**config.mk**
```make
export PLATFORM = sky130hd
export DESIGN_NAME = dsp_fetch_sequencer
export DESIGN_NICKNAME = d
export VERILOG_FILES = /design/src/rtl/dsp_fetch_sequencer.sv
export SDC_FILE = /design/constraint.sdc
export NUM_CORES = 1
export LEC_CHECK = 0
export ABC_AREA = 1
export BUFFER_PORTS_ARGS = -buffer_cell sky130_fd_sc_hd__buf_2
export CAP_MARGIN = 0
export CORE_MARGIN = 2
export CORE_UTILIZATION = 46
export CTS_BUF_LIST = sky130_fd_sc_hd__clkbuf_8
export DETAILED_ROUTE_END_ITERATION = 6
export GPL_TIMING_DRIVEN = 0
export PLACE_DENSITY = 0.65
export SLEW_MARGIN = 20
export SYNTH_ARGS = -nofsm -noshare
export SYNTH_HDL_FRONTEND = slang
export SYNTH_SLANG_ARGS = --single-unit
```
**constraint.sdc**
```tcl
create_clock -name clk -period 2 [get_ports clk]
set_input_delay 0.4 -clock clk [delete_from_list [all_inputs] [get_ports clk]]
set_output_delay 0.4 -clock clk [all_outputs]
set_load 0.005 [all_outputs]
```
**src/rtl/dsp_fetch_sequencer.sv**
```systemverilog
// dsp_fetch_sequencer: instruction fetch/issue stage for the DSP core.
// Sequences the PC, issues reads to the instruction memory bank, and buffers
// the responses in a first-word-fall-through prefetch FIFO that feeds decode.
// Redirects from the branch unit flush the FIFO and any in-flight response.
// Optional feature: define DSP_FETCH_HWLOOP_EN for the zero-overhead hardware loop.
//
// Decode handshake: instr_valid=1 means instr_out/instr_pc hold the FIFO head.
// The head is consumed on a cycle with instr_valid & instr_ready, unless
// jump_flag is also high, because a redirect voids that pop. While
// instr_valid & !instr_ready the head outputs do not change.
module dsp_fetch_sequencer #(
   parameter int                 IADDR_W    = 16,
   parameter int                 INSTR_W    = 32,
   parameter int                 FIFO_DEPTH = 4,
   parameter logic [IADDR_W-1:0] RESET_PC   = '0
) (
   input  logic               clk,
   input  logic               rst,
   output logic               imem_rd_en,
   output logic [IADDR_W-1:0] imem_addr,
   input  logic [INSTR_W-1:0] imem_data,
   input  logic               jump_flag,
   input  logic [IADDR_W-1:0] jump_addr,
   input  logic               halt,
   output logic               instr_valid,
   input  logic               instr_ready,
   output logic [INSTR_W-1:0] instr_out,
   output logic [IADDR_W-1:0] instr_pc,
`ifdef DSP_FETCH_HWLOOP_EN
   input  logic               loop_cfg,
   input  logic [IADDR_W-1:0] loop_start,
   input  logic [IADDR_W-1:0] loop_end,
   input  logic [15:0]        loop_count,
`endif
   output logic [1:0]         state_dbg
);

   localparam int PTR_W = $clog2(FIFO_DEPTH);
   localparam int CNT_W = PTR_W + 1;

   typedef enum logic [1:0] {
      ST_RUN   = 2'd0,
      ST_FLUSH = 2'd1,
      ST_HALT  = 2'd2
   } state_t;

   state_t             state_q, state_d;
   logic [IADDR_W-1:0] pc_q, pc_d;
   logic               inflight_q;
   logic [IADDR_W-1:0] inflight_pc_q;

   logic [INSTR_W-1:0] fifo_data [FIFO_DEPTH];
   logic [IADDR_W-1:0] fifo_pc   [FIFO_DEPTH];
   logic [PTR_W-1:0]   wr_ptr_q, rd_ptr_q;
   logic [CNT_W-1:0]   count_q;

   logic [CNT_W:0]     used;
   logic               credit_ok;
   logic               issue;
   logic               push;
   logic               pop;
   logic               loop_wrap;
   logic [IADDR_W-1:0] loop_target;

   // A read may only go out if its response is guaranteed a FIFO slot,
   // counting the response already on its way.
   assign used      = {1'b0, count_q} + {{CNT_W{1'b0}}, inflight_q};
   assign credit_ok = used < (CNT_W+1)'(FIFO_DEPTH);

   // A redirect discards the response arriving this cycle and voids any pop.
   assign push = inflight_q & ~jump_flag;
   assign pop  = instr_valid & instr_ready & ~jump_flag;

`ifdef DSP_FETCH_HWLOOP_EN
   logic               loop_active_q;
   logic [IADDR_W-1:0] loop_start_q;
   logic [IADDR_W-1:0] loop_end_q;
   logic [15:0]        loop_rem_q;
   logic               loop_take;
   logic               loop_hit;

   assign loop_take   = loop_cfg & (state_q == ST_RUN) & ~jump_flag;
   assign loop_hit    = issue & loop_active_q & (pc_q == loop_end_q);
   assign loop_wrap   = loop_hit & (loop_rem_q > 16'd1);
   assign loop_target = loop_start_q;

   // Loop bookkeeping: a jump cancels the loop, config arms it, the last
   // pass through loop_end lets the PC fall through and disarms it.
   always_ff @(posedge clk or negedge rst) begin
      if (!rst) begin
         loop_active_q <= 1'b0;
         loop_start_q  <= '0;
         loop_end_q    <= '0;
         loop_rem_q    <= '0;
      end else if (jump_flag) begin
         loop_active_q <= 1'b0;
      end else if (loop_take) begin
         loop_start_q  <= loop_start;
         loop_end_q    <= loop_end;
         loop_rem_q    <= loop_count;
         loop_active_q <= (loop_count != 16'd0);
      end else if (loop_hit) begin
         if (loop_rem_q > 16'd1) loop_rem_q <= loop_rem_q - 16'd1;
         else                    loop_active_q <= 1'b0;
      end
   end
`else
   assign loop_wrap   = 1'b0;
   assign loop_target = '0;
`endif

   // Next-state and issue decision; a jump always wins over issuing.
   always_comb begin
      state_d = state_q;
      issue   = 1'b0;
      case (state_q)
         ST_RUN: begin
            if (jump_flag)  state_d = ST_FLUSH;
            else if (halt)  state_d = ST_HALT;
            else            issue   = credit_ok;
         end
         ST_FLUSH: begin
            if (jump_flag) begin
               state_d = ST_FLUSH;
            end else if (halt) begin
               state_d = ST_HALT;
            end else begin
               issue   = credit_ok;
               state_d = ST_RUN;
            end
         end
         ST_HALT: begin
            if (!halt && !jump_flag) state_d = ST_RUN;
         end
         default: state_d = ST_RUN;
      endcase
      // No read strobe escapes while reset is held.
      if (!rst) issue = 1'b0;
   end

   // Next PC: redirect, loop wrap, or sequential increment on issue.
   always_comb begin
      pc_d = pc_q;
      if (jump_flag)      pc_d = jump_addr;
      else if (issue)     pc_d = loop_wrap ? loop_target : pc_q + IADDR_W'(1);
   end

   // State, PC and in-flight tracking registers.
   always_ff @(posedge clk or negedge rst) begin
      if (!rst) begin
         state_q       <= ST_RUN;
         pc_q          <= RESET_PC;
         inflight_q    <= 1'b0;
         inflight_pc_q <= '0;
      end else begin
         state_q    <= state_d;
         pc_q       <= pc_d;
         inflight_q <= issue;
         if (issue) inflight_pc_q <= pc_q;
      end
   end

   // Prefetch FIFO: pushes returning data with its PC, pops on handshake,
   // and empties completely on a redirect.
   always_ff @(posedge clk or negedge rst) begin
      if (!rst) begin
         wr_ptr_q <= '0;
         rd_ptr_q <= '0;
         count_q  <= '0;
         for (int i = 0; i < FIFO_DEPTH; i++) begin
            fifo_data[i] <= '0;
            fifo_pc[i]   <= '0;
         end
      end else if (jump_flag) begin
         wr_ptr_q <= '0;
         rd_ptr_q <= '0;
         count_q  <= '0;
      end else begin
         if (push) begin
            fifo_data[wr_ptr_q] <= imem_data;
            fifo_pc[wr_ptr_q]   <= inflight_pc_q;
            wr_ptr_q            <= wr_ptr_q + PTR_W'(1);
         end
         if (pop) rd_ptr_q <= rd_ptr_q + PTR_W'(1);
         count_q <= count_q + CNT_W'(push) - CNT_W'(pop);
      end
   end

   assign imem_rd_en  = issue;
   assign imem_addr   = pc_q;
   assign instr_valid = (count_q != '0);
   assign instr_out   = fifo_data[rd_ptr_q];
   assign instr_pc    = fifo_pc[rd_ptr_q];
   assign state_dbg   = state_q;

endmodule
```
==> out/results.ini <==
[synthesis]
synth.distinct_cells = 34
ys_warn_count = 0
synth-seq-area-share = 0.551
syn_inst = 1226
yosys_register_bits = 234
avgSynthCellArea_sq_um = 8.67
synth_area_sq_um = 10600
syn-num-nets = 1288

[routing]
wire_per_inst_um = 18.2
via_per_inst = 5.40
finalWirelength_mm = 31.7
vias = 9378
antenna_left = 0
drt-pass1-iter-count = 6
drt-initial-drc-count = 649
drcViolationCount = 0

[clock_tree]
clk_latency_ps = 540
cts.sinks = 234
htreeDepth = 2
numCtsBuffers = 42
root_buffer = clkbuf_8
clk_pin_slew_ps = 60
cts_buffer_depth = 3
cts_tree = built

[timing]
post-route-period-util = 1.12
maxClockFrequency_mhz = 445
worst_slack_ps = -245
finalClockSkew_ps = 16.6
setup_viol = 51
timing.final.max_slew_violations = 0
period_needed_ps = 2250
hold_viol = 0
max-slew-margin-rel = 0.549
rsz0062_at_grt = true
tightest_slew_ps = 677

[placed_design]
gp_congestion = 0.817
placedCellCount = 1632
dpl-instance-area_sq_um = 11600
dp_hpwl_mm = 19.3
io_buffers = 119
place_ws_ps = -382

[critical_path]
path_class = reg2out
critical_path_required_ps = 1600
start_kind = flip-flop
path_max_fanout = 10
arrival_ps = 1850
r2r_setup_slack_ps = -90
worst_setup_path_end_kind = primary output

[global_routing]
antenna_found_initial = 1
track_usage = 0.258
grt_pass1_wl_mm = 49.4
grt_use_met1 = 0.353
overflow = 0
grt_use_met3 = 0.0444
grt_use_met2 = 0.421
grt_pass1_vias = 9099
grt_max_degree = 95
busiest_layer = met2

[cells_and_area]
final_nets = 1487
final_core_util = 0.609
final_area_sq_um = 13800
syn_to_final_growth_pct = 29.7
stdcell_count = 1738
n_antenna_cell = 0
drive_above_1_share = 0.297
nFillCells = 1995

[power]
powerDensity_nw_per_um2 = 1160
power_leakage_nw = 6.75
vdd_drop_max_mv = 0.461

[outcome]
status = finished, violations left
violations = negative setup slack

[floorplanning]
boundaryPins = 121
row_count = 55
die_h_um = 156
die_area_sq_um = 24300
die_w_um = 156
fp.coreArea_sq_um = 22600
initial_core_util = 0.469

[hold_path]
min_path_type = in2reg

[job]
max_cap_violations = 0

==> layout by cell type (no fill, tap or decap), types with 10 or more instances in the layout <==
cell	synthesis	routed
o22ai_2	0	27
nor2_1	122	78
o21ai_0	250	188
clkbuf_1	45	21
nand3_1	25	25
dfrtp_1	234	231
o22ai_1	48	21
buf_6	18	30
nand2_2	13	16
buf_2	8	116
buf_8	2	10
clkbuf_8	0	55
nor2_4	3	19
o21ai_2	16	52
inv_1	74	91
buf_4	5	24
o21ai_1	44	66
nor2_2	1	29
nand2_1	279	276
==> worst paths after layout <==
| check | from | endpoint | cells past startpoint |
|---|---|---|---|
| worst min register to register | state_dbg[0] | state_dbg[1] | 1 |
| worst min-delay path | jump_addr[3] | imem_addr[3] | 3 |
| max in group asynchronous | rst | fifo_data[125] | 3 |
| worst max-delay path | rd_ptr_q[0] | instr_pc[2] | 6 |
| min in group asynchronous | rst | fifo_data[97] | 3 |
| worst max register to register | count_q[1] | count_q[1] | 11 |
==> routing by layer <==
layer  part of all wire  wire length, um  vias up
li1                   -                -     4449
met1               0.43            13600     4567
met2               0.48            15200      299
met3              0.064             2010       63
met4              0.027              841        0
met5                  0                0        -
==> report_power, final <==
part	leakage (nW)	switching, mW	internal, mW
clock network	0.485	1.92	2.37
registers	3.14	0.456	5.49
logic	3.12	3.07	2.63
==> final cells by class <==
| type | instances | area (sq um) | share of cell area |
|---|---|---|---|
| plain buffers | 77 | 762 | 0.0553 |
| clock buffers | 50 | 688 | 0.0499 |
| clock inverters | 22 | 109 | 0.00790 |
| inverters | 77 | 303 | 0.0220 |
| multi-input cells | 835 | 4550 | 0.330 |
| flip-flops and latches | 234 | 5860 | 0.425 |
| well taps | 285 | 357 | 0.0259 |
| repair buffers | 158 | 1150 | 0.0838 |
==> Yosys cell counts (all sizes together) <==
| master | count | area [sq um] |
|---|---|---|
| nand3 | 32 | 195 |
| inv | 75 | 282 |
| clkbuf | 46 | 174 |
| o22ai | 48 | 300 |
| o21a | 1 | 7.51 |
| dfrtp | 234 | 5860 |
| a211oi | 1 | 7.51 |
| o21bai | 1 | 7.51 |
| fa | 1 | 20.0 |
| ha | 8 | 100 |
| nor2 | 126 | 498 |
| xnor2 | 2 | 17.5 |
| xor2 | 3 | 26.3 |
| buf | 34 | 330 |
| clkinv | 2 | 8.75 |
| a21oi | 4 | 20.0 |
| nor3 | 1 | 5.00 |
| nand4 | 4 | 25.0 |
| or2 | 1 | 6.26 |
| o21ai | 310 | 1610 |
| nand2 | 292 | 1130 |
==> worst max-delay path, stage by stage, from the launching register on <==
cell and delay (ps):
dfrtp_1 340, buf_6 170, buf_8 180, clkbuf_8 200, nor2_1 60, o22ai_1 190, buf_2 160
==> registers in the layout (all words and copies together), names as in the netlist <==
name and count:
wr_ptr_q 2, fifo_data 128, inflight_q 1, inflight_pc_q 16, state_dbg 2, imem_addr 16
count_q 3, rd_ptr_q 2, fifo_pc 64
==> cells by family after synthesis <==
kind of cell / count (synthesis) / synth area share
compound gates: 365 / 0.184
xor+xnor: 5 / 0.00412
fa+ha+maj: 9 / 0.0113
buf+inv: 157 / 0.0748
flops: 234 / 0.551
simple gates: 456 / 0.175
==> per-stage QoR <==
step | TNS (ps) | hold WS, ps | power, mW
finish | -8640 | 80.7 | 15.9
global route | -11550 | 81.2 | 16.9
CTS | -9460 | 58.0 | 15.3
detailed placement | -6350 | 368 | 10.1
global placement | -1000700 | 439 | 10.0
floorplan | 0 | 104 | 8.31
==> repair_timing <==
action / 4_1_cts / 5_1_grt
gates cloned: 3 / 5
hold endpoints to repair: 53 / 0
pin swaps: 31 / 45
gates resized for setup: 180 / 143
hold buffers: 2 / 0
setup endpoints to repair: 51 / 55
buffers inserted: 20 / 9
Power figures use the tool's default switching activity.
